### config.mk
export PLATFORM = sky130hd
export DESIGN_NAME = user_gpio_out
export DESIGN_NICKNAME = d
export VERILOG_FILES = /design/src/rtl/user_gpio_out.sv
export SDC_FILE = /design/constraint.sdc
export NUM_CORES = 1
export LEC_CHECK = 0
export BUFFER_PORTS_ARGS = -buffer_cell sky130_fd_sc_hd__buf_2
export CELL_PAD_IN_SITES_DETAIL_PLACEMENT = 1
export CELL_PAD_IN_SITES_GLOBAL_PLACEMENT = 1
export CORE_MARGIN = 3
export CORE_UTILIZATION = 34
export CTS_BUF_LIST = sky130_fd_sc_hd__clkbuf_4
export DETAILED_ROUTE_END_ITERATION = 10
export PLACE_DENSITY_LB_ADDON = 0.1
export SETUP_SLACK_MARGIN = 0.5
export SYNTH_ARGS = -nofsm -noshare
export SYNTH_HDL_FRONTEND = slang
export SYNTH_SLANG_ARGS = --single-unit
### constraint.sdc
create_clock -name wb_clk_i -period 3.2 [get_ports wb_clk_i]
set_input_delay 0.16 -clock wb_clk_i [delete_from_list [all_inputs] [get_ports wb_clk_i]]
set_output_delay 0.16 -clock wb_clk_i [all_outputs]
set_load 0.03 [all_outputs]
### src/rtl/user_gpio_out.sv
// user_gpio_out: Wishbone-slave GPIO register block for the 38 mprj_io pads.
//
// Register map (word offsets from BASE_ADDR, decode on wbs_adr_i[31:8]):
//   0x00 DATA_LO  R/W  io_out[31:0]
//   0x04 DATA_HI  R/W  io_out[37:32] (bits [31:6] read 0)
//   0x08 OEB_LO   R/W  io_oeb[31:0]
//   0x0C OEB_HI   R/W  io_oeb[37:32]
//   0x10 IN_LO    RO   io_in[31:0]
//   0x14 IN_HI    RO   {26'b0, io_in[37:32]}
//   0x18 SET_LO   WO   DATA_LO |= wdata   (only with USER_GPIO_SETCLR_EN)
//   0x1C CLR_LO   WO   DATA_LO &= ~wdata  (only with USER_GPIO_SETCLR_EN)
//
// Optional feature macro: USER_GPIO_SETCLR_EN
//
// Ports:
//   wb_clk_i, wb_rst_i          clock, async active-high reset
//   wbs_cyc_i/stb_i/we_i/sel_i  Wishbone request
//   wbs_adr_i, wbs_dat_i        byte address, write data
//   wbs_ack_o, wbs_dat_o        single-cycle ack, registered read data
//   io_in, io_out, io_oeb       pad inputs, outputs, active-low enables

module user_gpio_out #(
   parameter logic [31:0] BASE_ADDR = 32'h3000_0000
) (
   input  logic        wb_clk_i,
   input  logic        wb_rst_i,
   input  logic        wbs_cyc_i,
   input  logic        wbs_stb_i,
   input  logic        wbs_we_i,
   input  logic [3:0]  wbs_sel_i,
   input  logic [31:0] wbs_adr_i,
   input  logic [31:0] wbs_dat_i,
   output logic        wbs_ack_o,
   output logic [31:0] wbs_dat_o,
   input  logic [37:0] io_in,
   output logic [37:0] io_out,
   output logic [37:0] io_oeb
);

   logic        r_ack;
   logic [31:0] r_dat;
   logic [37:0] r_data;
   logic [37:0] r_oeb;

   logic        w_hit;
   logic        w_accept;
   logic [5:0]  w_off;
   logic [31:0] w_mask;
   logic [31:0] w_wbits;
   logic [31:0] w_rdata;
   logic        w_unused_adr;

   assign w_hit        = (wbs_adr_i[31:8] == BASE_ADDR[31:8]);
   // ~r_ack keeps a held strobe from being accepted on the ack cycle,
   // so ack can never be high two cycles running.
   assign w_accept     = wbs_cyc_i & wbs_stb_i & ~r_ack & w_hit;
   assign w_off        = wbs_adr_i[7:2];
   assign w_unused_adr = ^wbs_adr_i[1:0];

   assign w_mask  = {{8{wbs_sel_i[3]}}, {8{wbs_sel_i[2]}},
                     {8{wbs_sel_i[1]}}, {8{wbs_sel_i[0]}}};
   assign w_wbits = wbs_dat_i & w_mask;

   always_comb begin
      w_rdata = 32'h0;
      case (w_off)
         6'h00:   w_rdata = r_data[31:0];
         6'h01:   w_rdata = {26'h0, r_data[37:32]};
         6'h02:   w_rdata = r_oeb[31:0];
         6'h03:   w_rdata = {26'h0, r_oeb[37:32]};
         6'h04:   w_rdata = io_in[31:0];
         6'h05:   w_rdata = {26'h0, io_in[37:32]};
         default: w_rdata = 32'h0;
      endcase
   end

   always_ff @(posedge wb_clk_i or posedge wb_rst_i) begin
      if (wb_rst_i) begin
         r_ack  <= 1'b0;
         r_dat  <= 32'h0;
         r_data <= 38'h0;
         r_oeb  <= {38{1'b1}};
      end else begin
         r_ack <= w_accept;
         r_dat <= 32'h0;
         if (w_accept) begin
            if (wbs_we_i) begin
               case (w_off)
                  6'h00: r_data[31:0]  <= (r_data[31:0] & ~w_mask) | w_wbits;
                  6'h01: r_data[37:32] <= (r_data[37:32] & ~w_mask[5:0]) | w_wbits[5:0];
                  6'h02: r_oeb[31:0]   <= (r_oeb[31:0] & ~w_mask) | w_wbits;
                  6'h03: r_oeb[37:32]  <= (r_oeb[37:32] & ~w_mask[5:0]) | w_wbits[5:0];
`ifdef USER_GPIO_SETCLR_EN
                  6'h06: r_data[31:0]  <= r_data[31:0] | w_wbits;
                  6'h07: r_data[31:0]  <= r_data[31:0] & ~w_wbits;
`endif
                  default: ;
               endcase
            end else begin
               r_dat <= w_rdata;
            end
         end
      end
   end

   assign wbs_ack_o = r_ack;
   assign wbs_dat_o = r_dat;
   assign io_out    = r_data;
   assign io_oeb    = r_oeb;

endmodule

# Yosys cells after proc, flatten, opt, wreduce, memory -nomap -nowiden
# Cells that the tools add are included.
op_classes:
  muxes: 3
  bitwise_logic: 15
  reduce_logical: 5
  n_eq_ne: 6
ops:
  columns: ["op", "count"]
  rows:
  - ["32-bit one-hot mux with 6 select lines", 1]
  - ["32-bit AND", 3]
  - ["32-bit 2-to-1 mux", 2]
  - ["32-bit OR", 2]
  - ["32-bit NOT", 1]
  - ["24-bit by 22-bit == test with 1-bit output, second input constant", 1]
  - ["6-bit AND", 2]
  - ["6-bit by 2-bit == test with 1-bit output, second input constant", 2]
  - ["6-bit by 3-bit == test with 1-bit output, second input constant", 2]
  - ["6-bit OR", 2]
  - ["3-bit AND reduction", 4]
  - ["6-bit by 1-bit == test with 1-bit output, second input constant", 1]
  - ["6-bit zero test", 1]
  - ["6-bit NOT", 1]
  - ["1-bit AND", 3]
  - ["1-bit NOT", 1]
totals:
  ff_bits: 109
  wordCells: 35

# Logic depth before layout (Yosys ltp)
logic_depth:
  word_depth: 4
  ltp_mapped: 8
  depth_no_buf: 4

# Least setup slack after synthesis
# No wires, ideal clock.
synth_path:
  kind: "reg2reg"
  start: "reg r_ack, in the netlist wbs_ack_o"
  end: "reg (tool-made name)"
  arrival_time_ps: 1928
  stages_incl_launch_ff: 6
  path_buffers: 1
  path_slack_ps: 1147
  synth_period_minus_slack_ps: 2053
  cell_sequence: "dfrtp_1 -> nor4_1 -> nand4_1 -> buf_4 -> nor4_4 -> mux2_2"
synth_lines:
  columns: ["element", "line_no", "rtl"]
  rows:
  - ["start: declaration", "40", "logic r_ack;"]
  - ["start signal: assignment", "84", "r_ack <= w_accept;"]

# Worst setup path in the final report
layout_path:
  start: "reg r_ack, in the netlist wbs_ack_o"
  end: "reg r_dat[6], in the netlist wbs_dat_o[6]"
layout_between:
  elab_chain_cells: 4
layout_lines:
  columns: ["element", "line_no", "rtl"]
  rows:
  - ["1-bit NOT", "56", "assign w_accept = wbs_cyc_i & wbs_stb_i & ~r_ack & w_hit;"]
  - ["1-bit AND (2 in a row)", "56", null]
  - ["32-bit 2-to-1 mux", "86", "if (w_accept) begin"]
  - ["end signal: assignment", "100", "r_dat <= w_rdata;"]
  - ["end: declaration", "41", "logic [31:0] r_dat;"]
# No other way between the ends.
# A chain may end at the register's enable or synchronous reset.

==> metrics.csv <==
stage,metric,value,unit
sta,final hold violation count,0,
sta,fin crit share,77.3,%
floorplanning,row count,42,
power_and_ir_drop,VDD IR max,0.196,mV
hold_path,Hold Path Class,in -> reg,
global_routing,largest net degree at the start of global routing,49,
logic_synthesis,Post-synth EDFFs,0,
logic_synthesis,average cell area after synthesis,14.4,sq um
critical_path,R2R cell count,5,
floorplanning,Die ar.,15500,sq um
logic_synthesis,Cells after Synth,331,
place,Routability Congestion,0.912,
sta,Peak Freq,0.404,GHz
floorplanning,core area,13500,sq um
critical_path,Worst R2R Setup Slack,730,ps
sta,Least-Margin Pin Slew,1270,ps
critical_path,buffers and inverters on the worst path,1,
critical_path,Worst path max stage delay,1110,ps
logic_synthesis,Synth Net Count,442,
run_status,status,"complete, no violations",
critical_path,"Arr. time, crit path",2870,ps
critical_path,CP top delay family,simple AND/OR/NAND/NOR gates,
sta,minimum clock period,2470,ps
place,area post-placement,6070,sq um
critical_path,reg-to-reg startpoint,wbs_ack_o,
critical_path,Critical Path Sink Type,flop,
sta,setup TNS,0,ps
place,Buffers on Ports,217,
logic_synthesis,Synth async-reset ratio,100,%
detailed_routing,Total Routed Length,16000,microns
cells_and_area,"commonest non-fill, non-tap cell in the layout",buf_2,
floorplanning,I/O pin count,220,
logic_synthesis,register area share after synthesis,58.2,%
critical_path,largest fanout on the critical path,26,
clocking,clk sinks,109,
cells_and_area,register area,2780,sq um
place,DP HPWL,11100,microns
place,pre-CTS setup slack,696,ps
detailed_routing,Pre-antenna DRT Iters,6,
floorplanning,Die X,124,microns
global_routing,Global Route Usage Sum,20.5,%
critical_path,critical path cell sequence,"nor4_1, nand4_1, buf_4, or4_1, nor2_1",
sta,count of final setup violators,0,
critical_path,Crit Path Class,reg -> reg,
logic_synthesis,Syn. warnings,0,
clocking,Resized cells post-CTS,0,
power_and_ir_drop,Power Total,2.37,mW
clocking,"buffers from clock root to sink, at most",2,
floorplanning,Initial Util,35.3,%
critical_path,cell depth of the worst setup path,5,
clocking,CTS H-Tree Depth,3,
detailed_routing,WL/cell,20.3,microns
cells_and_area,multi-input logic area,1890,sq um
hold_path,hold depth,2,
detailed_routing,DRC,0,
global_routing,initial antenna violation count,1,
logic_synthesis,count of state elements after synthesis,109,
detailed_routing,DR vias,4088,
cells_and_area,layout cell share with drive strength beyond 1,62.5,%
cells_and_area,area grow syn2layout,42.9,%
cells_and_area,ant diodes,0,
sta,PnR worst setup slack,725,ps
job,maximum capacitance violations,0,
clocking,CTS Root Cell,clkbuf_4,
critical_path,Worst Setup SP,wbs_ack_o,
clocking,TritonCTS Buffers,9,
sta,Slew HR,15.1,%
sta,clk_skew,11.8,ps
global_routing,first-pass GRT wire length,25400,microns
cells_and_area,final net count,717,
floorplanning,Die H,124,microns
clocking,Skew-Pair Late Insertion Delay,470,ps
cells_and_area,"commonest non-fill, non-tap cells in the layout","buf_2 (217), mux2_2 (87), dfrtp_1 (71)",
critical_path,Slowest cell on crit path,or4_1,
detailed_routing,Vias/cell,5.19,
global_routing,number of global-route vias before repair,4548,
power_and_ir_drop,Leak Pwr,3.51,nW
detailed_routing,"antenna viol nets, final",0,
power_and_ir_drop,pwr dens,348,nW/um^2
hold_path,Hold EP,wbs_dat_o[4],
logic_synthesis,synth unique cells,30,
logic_synthesis,Main synth FF type,dfrtp_1,
sta,"Slew Viols, Final",0,
critical_path,CP Launch Type,flop,
cells_and_area,design area,6820,sq um
cells_and_area,# fillers,1469,
cells_and_area,post-layout util,50.5,%
logic_synthesis,mapped cell area,4770,sq um
hold_path,critical hold path startpoint,wbs_we_i,
clocking,CTS tree,built,
global_routing,grt total ovfl,0,
critical_path,FF-to-FF End,wbs_dat_o[6],
clocking,Worst-path clk slew,160,ps
critical_path,WP data required,3590,ps
detailed_routing,Initial DRC Count,315,
sta,RSZ-0062 raised after global routing,no,
worst max path at each step:
stage                          to  slack (ps)
floorplan                    flop        1150
global placement     wbs_dat_o[9]         770
finish               wbs_dat_o[6]         730
global route        wbs_dat_o[24]         560
CTS                 wbs_dat_o[29]         710
detailed placement  wbs_dat_o[29]         700
per-stage QoR:
step | cells | hold WS (ps)
final | 787 | 35.6
after global routing | 787 | 34.5
after CTS | 787 | 16.4
after detailed placement | 712 | 268
after global placement | 712 | 256
after floorplan | 331 | 296
metal layers:
layer	up-vias	GRT usage [%]	part of all wire (%)
met3	21	4.42	6.1
met1	2074	25.1	41
met4	2	6.25	1.8
met5	-	0	0.081
li1	1816	-	-
met2	175	36.3	51
layout make-up:
type | count | area share (%)
clock buffers | 11 | 1.21
clock inverters | 5 | 1.10
inverters | 2 | 0.165
multi-input cells | 197 | 27.6
flip-flops and latches | 109 | 40.7
well taps | 176 | 3.23
repair buffers | 287 | 26.0
logic make-up after synthesis:
family	Yosys count	synth area share (%)
DFF	109	58.2
muxes	88	20.8
and+or+nand+nor	71	11.1
AOI/OAI and AO/OA	38	7.66
buffers and inverters	25	2.33
worst reg2reg max path, stage by stage (launching register included):
cell and delay [ps]:
dfrtp_1 410, nor4_1 190, nand4_1 150, buf_4 260, or4_1 1110, nor2_1 300
what timing repair did:
action                                 in CTS  in global routing
buffers inserted                            0                  0
hold buffers                               59                  0
endpoints found under the hold margin     119                  0
cells in the mapped netlist, types with 2 or more instances:
cell      instances  area, sq um
mux2_2           87          980
dfrtp_1          71         1780
dfstp_2          38          998
a222oi_1         32          320
nor2_1           27          101
clkbuf_1         17         63.8
nor4_4           10          213
nand2_1           7         26.3
nand3_1           7         35.0
a211oi_1          6         45.0
nor4_1            5         31.3
and3b_1           2         17.5
buf_2             2         10.0
buf_4             2         15.0
inv_1             2         7.51
nand4_1           2         12.5
power by group:
part / switching (mW) / internal, mW / total, mW
registers: 0.00000000328 / 1.38 / 1.38
logic: 0.0946 / 0.110 / 0.205
clock network: 0.456 / 0.330 / 0.787
No activity file was read; power rests on OpenSTA's default activity.
